`config.mk`:
```
export PLATFORM = sky130hd
export DESIGN_NAME = lcd_writer
export DESIGN_NICKNAME = d
export VERILOG_FILES = /design/src/rtl/lcd_pkg.sv /design/src/rtl/sync_fifo.sv /design/src/rtl/lcd_writer.sv
export SDC_FILE = /design/constraint.sdc
export NUM_CORES = 1
export LEC_CHECK = 0
export ABC_AREA = 1
export BUFFER_PORTS_ARGS = -buffer_cell sky130_fd_sc_hd__buf_2
export CAP_MARGIN = 5
export CORE_MARGIN = 2
export CORE_UTILIZATION = 50
export DETAILED_ROUTE_END_ITERATION = 8
export PLACE_DENSITY = 0.68
export SETUP_SLACK_MARGIN = 0.5
export SYNTH_ARGS = -nofsm -noshare
export SYNTH_HDL_FRONTEND = slang
export SYNTH_SLANG_ARGS = --single-unit
```
`constraint.sdc`:
```
create_clock -name clk -period 3.1 [get_ports clk]
set_input_delay 0.465 -clock clk [delete_from_list [all_inputs] [get_ports clk]]
set_output_delay 0.465 -clock clk [all_outputs]
set_load 0.05 [all_outputs]
```
`src/rtl/lcd_pkg.sv`:
```
// rtl/lcd_pkg.sv - shared states, init ROM, cycle defaults and helpers for the HD44780 writer
package lcd_pkg;

    typedef enum logic [2:0] {
        ST_IDLE  = 3'd0,
        ST_SETUP = 3'd1,
        ST_PULSE = 3'd2,
        ST_HOLD  = 3'd3,
        ST_WAIT  = 3'd4,
        ST_PWRUP = 3'd5
    } lcd_state_e;

    // Cycle counts for a 50 MHz clock
    localparam int DEF_SETUP_CYC  = 2;
    localparam int DEF_PULSE_CYC  = 12;
    localparam int DEF_HOLD_CYC   = 2;
    localparam int DEF_SHORT_CYC  = 2000;
    localparam int DEF_LONG_CYC   = 82000;
    localparam int DEF_PWRUP_CYC  = 2000000;
    localparam int DEF_FIFO_DEPTH = 4;

    // Function set 8-bit/2-line, display on, clear, entry mode increment
    localparam int INIT_LEN = 4;
    localparam logic [INIT_LEN-1:0][7:0] INIT_ROM = {8'h06, 8'h01, 8'h0C, 8'h38};

    // Clear display and return home need the long execution wait
    function automatic logic is_long_cmd(input logic rs, input logic [7:0] data);
        return !rs && ((data == 8'h01) || (data == 8'h02) || (data == 8'h03));
    endfunction

    function automatic int cyc_max(input int a, input int b);
        return (a > b) ? a : b;
    endfunction

endpackage

```
`src/rtl/sync_fifo.sv`:
```
// rtl/sync_fifo.sv - synchronous FIFO with registered full/empty flags
module sync_fifo #(
    parameter int WIDTH = 9,
    parameter int DEPTH = 4
) (
    input  logic             clk,
    input  logic             rst,
    input  logic             push,
    input  logic [WIDTH-1:0] push_data,
    input  logic             pop,
    output logic [WIDTH-1:0] pop_data,
    output logic             full,
    output logic             empty
);

    localparam int AW = $clog2(DEPTH);
    localparam logic [AW:0] FULL_CNT = DEPTH[AW:0];

    logic [WIDTH-1:0] mem_q [DEPTH];
    logic [WIDTH-1:0] mem_d [DEPTH];
    logic [AW-1:0]    wr_ptr_q, wr_ptr_d, rd_ptr_q, rd_ptr_d;
    logic [AW:0]      count_q, count_d;
    logic             full_q, full_d, empty_q, empty_d;
    logic             do_push, do_pop;

    assign do_push  = push && !full_q;
    assign do_pop   = pop && !empty_q;
    assign pop_data = mem_q[rd_ptr_q];
    assign full     = full_q;
    assign empty    = empty_q;

    // Next pointers, occupancy and flags; flags come from the next count so they are registered
    always_comb begin
        mem_d    = mem_q;
        wr_ptr_d = wr_ptr_q;
        rd_ptr_d = rd_ptr_q;
        count_d  = count_q;
        if (do_push) begin
            mem_d[wr_ptr_q] = push_data;
            wr_ptr_d        = wr_ptr_q + 1'b1;
        end
        if (do_pop) begin
            rd_ptr_d = rd_ptr_q + 1'b1;
        end
        case ({do_push, do_pop})
            2'b10:   count_d = count_q + 1'b1;
            2'b01:   count_d = count_q - 1'b1;
            default: count_d = count_q;
        endcase
        full_d  = (count_d == FULL_CNT);
        empty_d = (count_d == '0);
    end

    // Control state with synchronous reset
    always_ff @(posedge clk) begin
        if (rst) begin
            wr_ptr_q <= '0;
            rd_ptr_q <= '0;
            count_q  <= '0;
            full_q   <= 1'b0;
            empty_q  <= 1'b1;
        end else begin
            wr_ptr_q <= wr_ptr_d;
            rd_ptr_q <= rd_ptr_d;
            count_q  <= count_d;
            full_q   <= full_d;
            empty_q  <= empty_d;
        end
    end

    // Storage needs no reset; stale entries are never read while empty
    always_ff @(posedge clk) begin
        mem_q <= mem_d;
    end

endmodule

```
`src/rtl/lcd_writer.sv`:
```
// rtl/lcd_writer.sv - HD44780 byte writer with command FIFO and bus timing; LCD_INIT_EN adds power-up delay and init ROM
module lcd_writer
    import lcd_pkg::*;
#(
    parameter int SETUP_CYC  = DEF_SETUP_CYC,
    parameter int PULSE_CYC  = DEF_PULSE_CYC,
    parameter int HOLD_CYC   = DEF_HOLD_CYC,
    parameter int SHORT_CYC  = DEF_SHORT_CYC,
    parameter int LONG_CYC   = DEF_LONG_CYC,
    parameter int PWRUP_CYC  = DEF_PWRUP_CYC,
    parameter int FIFO_DEPTH = DEF_FIFO_DEPTH
) (
    input  logic       clk,
    input  logic       rst,
    input  logic       wr_vld,
    output logic       wr_rdy,
    input  logic       wr_rs,
    input  logic [7:0] wr_data,
    output logic       busy,
    input  logic       lcd_on,
    output logic       lcd_pwr,
    output logic       lcd_rs,
    output logic       lcd_rw,
    output logic       lcd_en,
    output logic [7:0] lcd_data
);

    localparam int MAX_CYC = cyc_max(cyc_max(cyc_max(SETUP_CYC, PULSE_CYC), cyc_max(HOLD_CYC, SHORT_CYC)),
                                     cyc_max(LONG_CYC, PWRUP_CYC));
    localparam int CNT_W = $clog2(MAX_CYC) + 1;

    localparam logic [CNT_W-1:0] SETUP_LD = CNT_W'(SETUP_CYC - 1);
    localparam logic [CNT_W-1:0] PULSE_LD = CNT_W'(PULSE_CYC - 1);
    localparam logic [CNT_W-1:0] HOLD_LD  = CNT_W'(HOLD_CYC - 1);
    localparam logic [CNT_W-1:0] SHORT_LD = CNT_W'(SHORT_CYC - 1);
    localparam logic [CNT_W-1:0] LONG_LD  = CNT_W'(LONG_CYC - 1);
`ifdef LCD_INIT_EN
    localparam logic [CNT_W-1:0] PWRUP_LD = CNT_W'(PWRUP_CYC - 1);
`endif

    lcd_state_e       state_q, state_d;
    logic [CNT_W-1:0] cnt_q, cnt_d;
    logic             rs_q, rs_d, en_q, en_d, pwr_q, pwr_d, live_q, live_d;
    logic [7:0]       data_q, data_d;
`ifdef LCD_INIT_EN
    logic [2:0]       init_idx_q, init_idx_d;
`endif

    logic       fifo_push, fifo_pop, fifo_full, fifo_empty;
    logic [8:0] fifo_dout;
    logic       src_vld, src_rom, init_pending;
    logic [8:0] src_word;

    // live_q keeps handshake and busy low through reset and the cycle after it
    assign wr_rdy    = live_q && !fifo_full;
    assign fifo_push = wr_vld && wr_rdy;
    assign busy      = live_q && (!fifo_empty || (state_q != ST_IDLE) || init_pending);
    assign lcd_pwr   = pwr_q;
    assign lcd_rs    = rs_q;
    assign lcd_rw    = 1'b0;
    assign lcd_en    = en_q;
    assign lcd_data  = data_q;

    sync_fifo #(
        .WIDTH (9),
        .DEPTH (FIFO_DEPTH)
    ) u_fifo (
        .clk       (clk),
        .rst       (rst),
        .push      (fifo_push),
        .push_data ({wr_rs, wr_data}),
        .pop       (fifo_pop),
        .pop_data  (fifo_dout),
        .full      (fifo_full),
        .empty     (fifo_empty)
    );

    // Next byte source: init ROM entries take priority over core bytes until the ROM is exhausted
    always_comb begin
        src_vld      = !fifo_empty;
        src_word     = fifo_dout;
        src_rom      = 1'b0;
        init_pending = 1'b0;
`ifdef LCD_INIT_EN
        init_pending = (state_q == ST_PWRUP) || (init_idx_q < 3'(INIT_LEN));
        if (init_idx_q < 3'(INIT_LEN)) begin
            src_vld  = 1'b1;
            src_rom  = 1'b1;
            src_word = {1'b0, INIT_ROM[init_idx_q[1:0]]};
        end
`endif
    end

    // Write-cycle sequencer sharing one down-counter across every timed state
    always_comb begin
        state_d  = state_q;
        cnt_d    = cnt_q;
        rs_d     = rs_q;
        data_d   = data_q;
        en_d     = en_q;
        pwr_d    = lcd_on;
        live_d   = 1'b1;
        fifo_pop = 1'b0;
`ifdef LCD_INIT_EN
        init_idx_d = init_idx_q;
`endif
        case (state_q)
            ST_IDLE: begin
                en_d = 1'b0;
                if (src_vld) begin
                    rs_d     = src_word[8];
                    data_d   = src_word[7:0];
                    fifo_pop = !src_rom;
`ifdef LCD_INIT_EN
                    if (src_rom) init_idx_d = init_idx_q + 1'b1;
`endif
                    state_d  = ST_SETUP;
                    cnt_d    = SETUP_LD;
                end
            end
            ST_SETUP: begin
                if (cnt_q == '0) begin
                    state_d = ST_PULSE;
                    cnt_d   = PULSE_LD;
                    en_d    = 1'b1;
                end else begin
                    cnt_d = cnt_q - 1'b1;
                end
            end
            ST_PULSE: begin
                if (cnt_q == '0) begin
                    state_d = ST_HOLD;
                    cnt_d   = HOLD_LD;
                    en_d    = 1'b0;
                end else begin
                    cnt_d = cnt_q - 1'b1;
                end
            end
            ST_HOLD: begin
                if (cnt_q == '0) begin
                    state_d = ST_WAIT;
                    cnt_d   = is_long_cmd(rs_q, data_q) ? LONG_LD : SHORT_LD;
                end else begin
                    cnt_d = cnt_q - 1'b1;
                end
            end
            ST_WAIT, ST_PWRUP: begin
                if (cnt_q == '0) begin
                    state_d = ST_IDLE;
                end else begin
                    cnt_d = cnt_q - 1'b1;
                end
            end
            default: begin
                state_d = ST_IDLE;
                en_d    = 1'b0;
            end
        endcase
    end

    // Sequencer and output registers; reset drops EN immediately and discards the byte in flight
    always_ff @(posedge clk) begin
        if (rst) begin
`ifdef LCD_INIT_EN
            state_q    <= ST_PWRUP;
            cnt_q      <= PWRUP_LD;
            init_idx_q <= '0;
`else
            state_q    <= ST_IDLE;
            cnt_q      <= '0;
`endif
            rs_q   <= 1'b0;
            data_q <= 8'h00;
            en_q   <= 1'b0;
            pwr_q  <= 1'b0;
            live_q <= 1'b0;
        end else begin
            state_q <= state_d;
            cnt_q   <= cnt_d;
            rs_q    <= rs_d;
            data_q  <= data_d;
            en_q    <= en_d;
            pwr_q   <= pwr_d;
            live_q  <= live_d;
`ifdef LCD_INIT_EN
            init_idx_q <= init_idx_d;
`endif
        end
    end

endmodule
```
# --- Word-level counts from Yosys, hierarchy flattened ---
# Index checks and enable logic that the tools add are counted.
# W data, S select, Z words.
word_totals:
  register_bits: 82
  inputBits: 13
  wordCells: 95
  output_inout_bits: 14
op_classes:
  order_cmp: 3
  addsub: 5
  n_bitwise: 4
  reduce_logical: 24
  n_mux: 26
  n_eq_ne: 17
ops:
  columns: ["operator", "n"]
  rows:
  - ["$mux W22", 5]
  - ["$pmux W22 S5", 1]
  - ["$bwmux W36", 1]
  - ["$mux W9", 3]
  - ["$logic_not A22 Y1", 1]
  - ["$sub A22 B1 Y22 const B", 1]
  - ["$bmux W9 S2", 1]
  - ["$demux W9 S2", 1]
  - ["$mux W17", 1]
  - ["$eq A8 B2 Y1 const B", 2]
  - ["$mux W3", 5]
  - ["$pmux W3 S5", 1]
  - ["$ne A2 B2 Y1 const B", 6]
  - ["$eq A3 B3 Y1 const B", 3]
  - ["$eq A8 B1 Y1 const B", 1]
  - ["$logic_and A1 B1 Y1", 7]
  - ["$eq A3 B2 Y1 const B", 2]
  - ["$ge A3 B3 Y1 const B", 2]
  - ["$logic_not A3 Y1", 2]
  - ["$not A2 Y3", 2]
  - ["$pmux W3 S2", 1]
  - ["$reduce_and A3 Y1", 2]
  - ["$mux W1", 5]
  - ["$reduce_and A5 Y1", 1]
  - ["16 further kinds", 22]

# --- Longest topological paths before layout ---
# Gate-level depths: netlist of the first run.
depth:
  word_depth: 7
  ltp_mapped: 14
  depth_no_buf: 13

# --- By module ---
# Synthesis of the first run repeated with hierarchy kept, for this count alone.
unflattened:
  cells_unflattened: 525
  area_unflattened_um2: 4115.2
modules_own_cells:
  columns: ["mod", "instances", "seq_area_each_um2", "cells_each", "area_per_inst_um2"]
  rows:
  - ["lcd_writer", 1, 740.7, 370, 2290.9]
  - ["sync_fifo", 1, 1261.2, 155, 1824.2]

# --- Worst setup path before layout of the first run ---
# Ideal clock, no wire load.
synth_timing:
  path_type: "register to register"
  from: "register live_q"
  to: "register u_fifo.full_q (netlist: u_fifo.full)"
  slack_ns: 0.582
  required_ns: 2.965
  synth_period_minus_slack_ns: 2.518
  setup_time_ns: 0.135
  path_buffers: 0
  stages_incl_launch_ff: 11
  t_arrival_ns: 2.383
  cell_sequence: "dfxtp_1 > inv_1 > nor2_1 > nand2_1 > ha_1 > inv_1 > fa_1 > nand2_1 > o21ai_0 > nand2_1 > nor3_1"
synth_between:
  elab_chain_cells: 6
  elab_cells_between_ends: 7
  classes_between: "eq/ne: 3; mux: 1; reduce/logical: 3"
synth_lines:
  columns: ["element", "line", "text"]
  rows:
  - ["start: declaration", "lcd_writer.sv:43", "logic rs_q, rs_d, en_q, en_d, pwr_q, pwr_d, live_q, live_d;"]
  - ["start signal: assignment", "lcd_writer.sv:184", "live_q <= live_d;"]
  - ["$logic_and A1 B1 Y1 (*)", "lcd_writer.sv:55", "assign wr_rdy = live_q && !fifo_full;"]
  - ["named net wr_rdy", "lcd_writer.sv:16", "output logic wr_rdy,"]
  - ["$logic_and A1 B1 Y1 (*)", "lcd_writer.sv:56", "assign fifo_push = wr_vld && wr_rdy;"]
  - ["$logic_and A1 B1 Y1 (*)", "sync_fifo.sv:26", "assign do_push = push && !full_q;"]
  - ["$eq A2 B1 Y1 / $eq A2 B2 Y1 (equally long branches)", "sync_fifo.sv:45", "case ({do_push, do_pop})"]
  - ["$pmux W3 S2 (*)", "sync_fifo.sv:45", null]
  - ["$eq A3 B3 Y1 (*)", "sync_fifo.sv:50", "full_d = (count_d == FULL_CNT);"]
  - ["end signal: assignment", "sync_fifo.sv:66", "full_q <= full_d;"]
  - ["end: declaration", "sync_fifo.sv:23", "logic full_q, full_d, empty_q, empty_d;"]
# Mark *: on every way through the listed nets, which the timed path passes. The rest lies on a longest branch.
# A chain may end at the register's enable or synchronous reset.

# --- Worst setup path after layout of the first run ---
layout_timing:
  from: "register state_q[0]"
  to: "register u_fifo.empty_q (netlist: u_fifo.empty)"
layout_between:
  elab_chain_cells: 6
  elab_cells_between_ends: 7
  classes_between: "eq/ne: 2; mux: 2; reduce/logical: 3"
layout_lines:
  columns: ["element", "line", "text"]
  rows:
  - ["start: declaration", "lcd_writer.sv:41", "lcd_state_e state_q, state_d;"]
  - ["start signal: assignment", "lcd_writer.sv:178", "state_q <= state_d;"]
  - ["$logic_not A3 Y1 (*)", "lcd_writer.sv:107", "case (state_q)"]
  - ["$mux W1 (*)", "lcd_writer.sv:107", null]
  - ["$logic_and A1 B1 Y1 (*)", "sync_fifo.sv:27", "assign do_pop = pop && !empty_q;"]
  - ["$eq A2 B1 Y1 / $eq A2 B2 Y1 (equally long branches)", "sync_fifo.sv:45", null]
  - ["$pmux W3 S2 (*)", "sync_fifo.sv:45", null]
  - ["$logic_not A3 Y1 (*)", "sync_fifo.sv:51", "empty_d = (count_d == '0);"]
  - ["end signal: assignment", "sync_fifo.sv:67", "empty_q <= empty_d;"]
  - ["end: declaration", "sync_fifo.sv:23", null]
# Mark *: on every way between the ends. The rest lies on a longest branch, timed or not.

==> run_results.csv, run 1 <==
group,metric,value,unit
layout,fin_cells,630,
synth,yosys-top-cells-area,"edfxtp_1 27%, dfxtp_1 23%, nand2_1 9.4%",
flow_run,drv_cap,0,
global_routing,grt_max_degree,25,
layout,layout.cells.most_common,"nand2_1",
layout,multi_input_area,0.001732,sq mm
global_routing,gr-total-overflow,0,
clock_tree,clock_latency,370,ps
clock_tree,cts_buffer_depth,2,
critical_path,crit_start,"state_q[0]",
worst_hold_path,hold_class,"input port to flop",
synth,syn_avg_cell_area,8.068,sq um
critical_path,crit_path_end_kind,"flop",
global_routing,grt_pass1_vias,3077,
route,vias,3259,
critical_path,worstPathMaxFanout,5,
clock_tree,root_buffer,"clkbuf_8",
worst_hold_path,hp-start,"wr_data[5]",
synth,yosysWarnings,0,
synth,ys_types,36,
die,start_util,0.5193,
die,io_pins,27,
synth,synth_edf_count,36,
critical_path,cpMostUsedCell,"nor2_1",
route,viasPerCell,5.173,
outcome,status,"finished clean",
sta,timing.fmax,426.9,MHz
critical_path,cp_top_family,"simple AND/OR/NAND/NOR gates",
synth,synth-seq-area-share,0.4963,
placed_design,dp_slack,800.5,ps
placed_design,dp.cells,614,
placed_design,postPlaceCellArea,0.004215,sq mm
sta,timing.slew.headroom,0.3901,
sta,tns,0,ps
route,wl_per_cell,13.24,um
placed_design,dpl.hpwl,5.723,mm
layout,mostFrequentLayoutCells,"101 x nand2_1, 95 x nor2_1, 54 x inv_1",
clock_tree,post_cts_resized,0,
layout,postLayoutCellArea,0.004427,sq mm
critical_path,crit_type,"flop to flop",
synth,synth_cells,500,
layout,areaGrowthSynthToFinish,9.740,%
layout,drive_gt1_frac,0.1515,
die,die_area,0.008802,sq mm
placed_design,place_congestion,0.8272,
critical_path,path_cells,"nor2_1 > inv_1 > nor2_1 > inv_1 > nor2_1 > ha_1 > inv_1 > fa_1 > or2_2 > nand3_1 > xor2_1 > nor2_1 > a21oi_1",
synth,synth_area,0.004034,sq mm
synth,syn_nets,521,
synth,synth_ff_type,"dfxtp_1",
placed_design,io_buffers,25,
clock_tree,numCtsBuffers,9,
clock_tree,cts_tree,"built",
sta,hold_viol_final,0,
sta,clock_skew,12.95,ps
global_routing,grt_pass1_wl,14.03,mm
synth,ys_ff_latch,82,
critical_path,max_stage_delay,370,ps
die,num_rows,32,
synth,netlist.area_leader.share,0.2680,
layout,nets,544,
sta,finalMaxSlewViolations,0,
clock_tree,h-tree-depth,3,
clock_tree,cts.sinks,82,
critical_path,startpoint_type,"flop",
layout,seq_area,0.002002,sq mm
route,wl,8.344,mm
critical_path,critPathBufInv,3,
sta,setup_viol,0,
sta,worst_slew_pin_slew,911.4,ps
die,core_area,0.007767,sq mm
clock_tree,hold_buffers,0,
critical_path,critPathSlowestCell,"fa_1",
critical_path,crit_arrival,2630,ps
critical_path,r2r_start,"state_q[0]",
route,ant_nets,0,
critical_path,critPathRequiredTime,3390,ps
global_routing,grt_antenna_before_repair,0,
synth,synth-async-reset-ratio,0,
layout,fillers,699,
sta,period_needed,2343,ps
sta,grt_setup_unrepaired,"no",
die,die_h,93.82,um
route,drc,0,
sta,fin_crit_sh,0.7557,
sta,fin_ws,757.3,ps
synth,synth_top_cell_by_area,"edfxtp_1",
clock_tree,cts.clk_slew.worst_paths,100,ps
global_routing,gr-usage-all-layers,0.2072,
route,drt-pass1-iter-count,5,
layout,antenna_cells,0,
die,die_w,93.82,um
route,drt_first_iter_violations,150,
clock_tree,cts_setup_buffers,0,
-- cell usage after synthesis (2+ instances only) --
| cell type | instances |
|---|---|
| a21oi_1 | 13 |
| a21oi_2 | 9 |
| a31oi_1 | 9 |
| buf_2 | 2 |
| buf_4 | 2 |
| buf_6 | 2 |
| clkbuf_1 | 6 |
| dfxtp_1 | 46 |
| edfxtp_1 | 36 |
| ha_1 | 7 |
| inv_1 | 54 |
| inv_2 | 3 |
| nand2_1 | 101 |
| nand2_2 | 8 |
| nand3_1 | 20 |
| nand3_2 | 3 |
| nand4_1 | 9 |
| nor2_1 | 95 |
| nor2_2 | 7 |
| nor2_4 | 2 |
| nor3_1 | 4 |
| o21ai_0 | 41 |
| o21bai_1 | 2 |
| or2_2 | 2 |
| xor2_1 | 6 |
-- state kept, by name (all words and copies together), names as in the netlist --
name	flops
u_fifo.mem_q	36
cnt_q	22
lcd_data	8
state_q	3
u_fifo.count_q	3
u_fifo.rd_ptr_q	2
u_fifo.wr_ptr_q	2
lcd_en	1
lcd_pwr	1
lcd_rs	1
live_q	1
u_fifo.empty	1
u_fifo.full	1
-- metrics by stage --
stage          hold WS (ps)  utilization
6_report              296.2       0.5699
5_1_grt               281.1       0.5699
4_1_cts               291.2       0.5699
3_5_place_dp          460.6       0.5427
3_3_place_gp          460.0       0.5427
2_1_floorplan         457.3            -
-- area by class of cell --
| type | count | share of cell area |
|---|---|---|
| multi-input cells | 346 | 0.3912 |
| clock inverters | 7 | 0.01979 |
| inverters | 57 | 0.04833 |
| clock buffers | 9 | 0.02798 |
| repair buffers | 27 | 0.03166 |
| well taps | 102 | 0.02883 |
| flip-flops and latches | 82 | 0.4522 |
-- cell families (layout without fill, tap and decap cells) --
group	after synthesis	in the layout	share of synthesized area
flops	82	82	0.4963
other cells	1	1	0.0009296
xor+xnor	7	7	0.01520
fa+ha+maj	8	8	0.02667
simple gates	254	254	0.2773
compound gates	76	76	0.1092
buf+inv	72	100	0.07444
-- routing by layer --
metal  up-vias  share of wire  global-route usage
met5         -              0                   0
met2        81           0.49              0.3488
met1      1491           0.43              0.2429
met3        20          0.053             0.06501
li1       1667              -                   -
met4         0          0.026             0.08937
-- final timing paths --
path	endpoint	slack (ps)	depth (start not counted)
min	u_fifo.mem_q[32]	300	1
max reg2reg	u_fifo.empty	760	13
min reg2reg	lcd_en	470	2
max	u_fifo.empty	760	13
Power of run 1 is not shown: default switching activity piles up to over one toggle a cycle in this logic, so the estimate is an artifact.
==> run 2: changes to the inputs <==
- PLACE_DENSITY: 0.68 -> 0.7
- clock period: 3.1 -> 2.1 ns (I/O delays scaled with it)
==> run 2 against run 1 <==
  * Cell count grew 4.6%
  * Critical path depth stayed put
  * Clock skew grew 2.1 ps
  * Global-route usage rose by 0.29 points
  * Non-clock buffer count up 29
  * Sequential share of layout area down 3.6 points
  * Register-to-register slack worse by 680 ps
  * Critical path type unchanged
  * Highest routed layer unchanged
==> run_results.csv, run 2 (synthesis results as in run 1) <==
group,metric,value,unit
clock_tree,cts.clk_slew.worst_paths,100,ps
route,wl_per_cell,13.55,um
layout,drive_gt1_frac,0.2639,
critical_path,r2r_start,"state_q[0]",
route,vias,3378,
global_routing,grt_pass1_vias,3139,
sta,timing.hold.ws,145.1,ps
critical_path,r2r_slack,80,ps
clock_tree,cts.sinks,82,
critical_path,r2r_cells,13,
flow_run,drv_cap,0,
die,start_util,0.5193,
placed_design,dpl.hpwl,5.746,mm
sta,clock_skew,15.02,ps
sta,setup_viol,0,
route,viasPerCell,5.126,
clock_tree,clock_latency,360,ps
sta,finalMaxSlewViolations,0,
critical_path,critPathRequiredTime,2390,ps
worst_hold_path,hp-start,"lcd_on",
placed_design,io_buffers,25,
route,drt_first_iter_violations,184,
worst_hold_path,hold-path-cell-count,3,
layout,nets,573,
die,die_area,0.008802,sq mm
critical_path,worstPathMaxFanout,2,
global_routing,grt_max_degree,25,
sta,period_needed,2019,ps
route,drc,0,
global_routing,gr-usage-all-layers,0.2101,
sta,grt_setup_unrepaired,"yes",
clock_tree,h-tree-depth,3,
global_routing,grt_antenna_before_repair,0,
sta,hold_viol_final,0,
sta,fin_crit_sh,0.9614,
clock_tree,root_buffer,"clkbuf_8",
critical_path,crit_type,"flop to flop",
die,core_area,0.007767,sq mm
layout,areaGrowthSynthToFinish,20.04,%
die,die_w,93.82,um
critical_path,reg2reg_to,"u_fifo.empty",
clock_tree,numCtsBuffers,9,
sta,timing.fmax,495.3,MHz
global_routing,gr-total-overflow,0,
layout,mostFrequentLayoutCells,"95 x nand2_1, 83 x nor2_1, 48 x inv_1",
clock_tree,cts_buffer_depth,2,
global_routing,grt_pass1_wl,14.32,mm
layout,top_register,"u_fifo.mem_q",
die,io_pins,27,
die,die_h,93.82,um
critical_path,crit_arrival,2310,ps
critical_path,startpoint_type,"flop",
critical_path,crit_path_end_kind,"flop",
clock_tree,cts_tree,"built",
route,drt-pass1-iter-count,4,
layout,layout.cells.most_common,"nand2_1",
die,num_rows,32,
route,wl,8.928,mm
route,ant_nets,0,
layout,antenna_cells,0,
outcome,status,"finished clean",
layout,largest_reg_flops,36,
placed_design,place_congestion,0.8668,
worst_hold_path,hold_path_end,"lcd_pwr",
worst_hold_path,hold_class,"input port to flop",
-- run 2: cell types whose count changed in the layout (fill, tap and decap cells not counted), moves of 3 or more --
cell,previous run,this run
buf_4,2,31
nor2_1,95,83
nor2_4,2,13
dfxtp_1,46,37
dfxtp_2,0,8
inv_1,54,48
nand2_1,101,95
inv_2,3,7
nand2_4,0,4
inv_6,4,1
-- run 2: per-stage QoR --
stage | instance area [sq um] | utilization | setup slack, ps | cells | TNS [ps]
6_report | 4842 | 0.6234 | 81.13 | 659 | 0
5_1_grt | 4842 | 0.6234 | -43.69 | 659 | -43.69
4_1_cts | 4691 | 0.6039 | 72.75 | 653 | 0
3_5_place_dp | 4349 | 0.5599 | 3.719 | 627 | 0
3_3_place_gp | 4349 | 0.5599 | 48.70 | 627 | 0
2_1_floorplan | 4076 | - | -29.15 | 500 | -29.15
-- run 2: metal layers --
layer / wire length, um / vias up / track usage
li1: - / 1726 / -
met1: 3813 / 1562 / 0.2485
met2: 4594 / 78 / 0.3786
met3: 399 / 12 / 0.04334
met4: 121 / 0 / 0.06884
met5: 0 / - / 0
-- run 2: worst max path at each step --
stage / start / endpoint / slack (ps)
after global routing: state_q[0] / u_fifo.empty / -40
after global placement: state_q[2] / u_fifo.empty / 50
final: state_q[0] / u_fifo.empty / 80
after detailed placement: state_q[2] / u_fifo.empty / 4
after CTS: state_q[0] / u_fifo.empty / 70
after floorplan: state_q[2] / u_fifo.empty / -30
-- run 2: layout make-up --
class	count	area, sq um
sequential	82	2016
multi-input combinational	346	1907
fill	654	2925
timing repair buffer	56	364.1
clock inverter	7	85.08
inverter	57	219.0
clock buffer	9	123.9
tap	102	127.6
-- run 2: what timing repair did --
item | 4_1_cts | 5_1_grt
resized for setup | 23 | 31
setup buffers | 10 | 6
pin swaps | 18 | 1
endpoints found under the setup margin | 29 | 30
endpoints found under the hold margin | 0 | 0
hold buffers | 0 | 0
-- run 2: critical path, stage by stage (launching register included) --
cell and delay, ps:
dfxtp_2 330, nor2_2 100, inv_2 50, nor2_4 110
inv_2 50, nor2_4 100, ha_4 140, inv_4 30
fa_2 350, or2_4 230, nand3_2 60, xor2_1 170
nor2_1 80, a21oi_1 120
Power of run 2 is left out for the same reason.
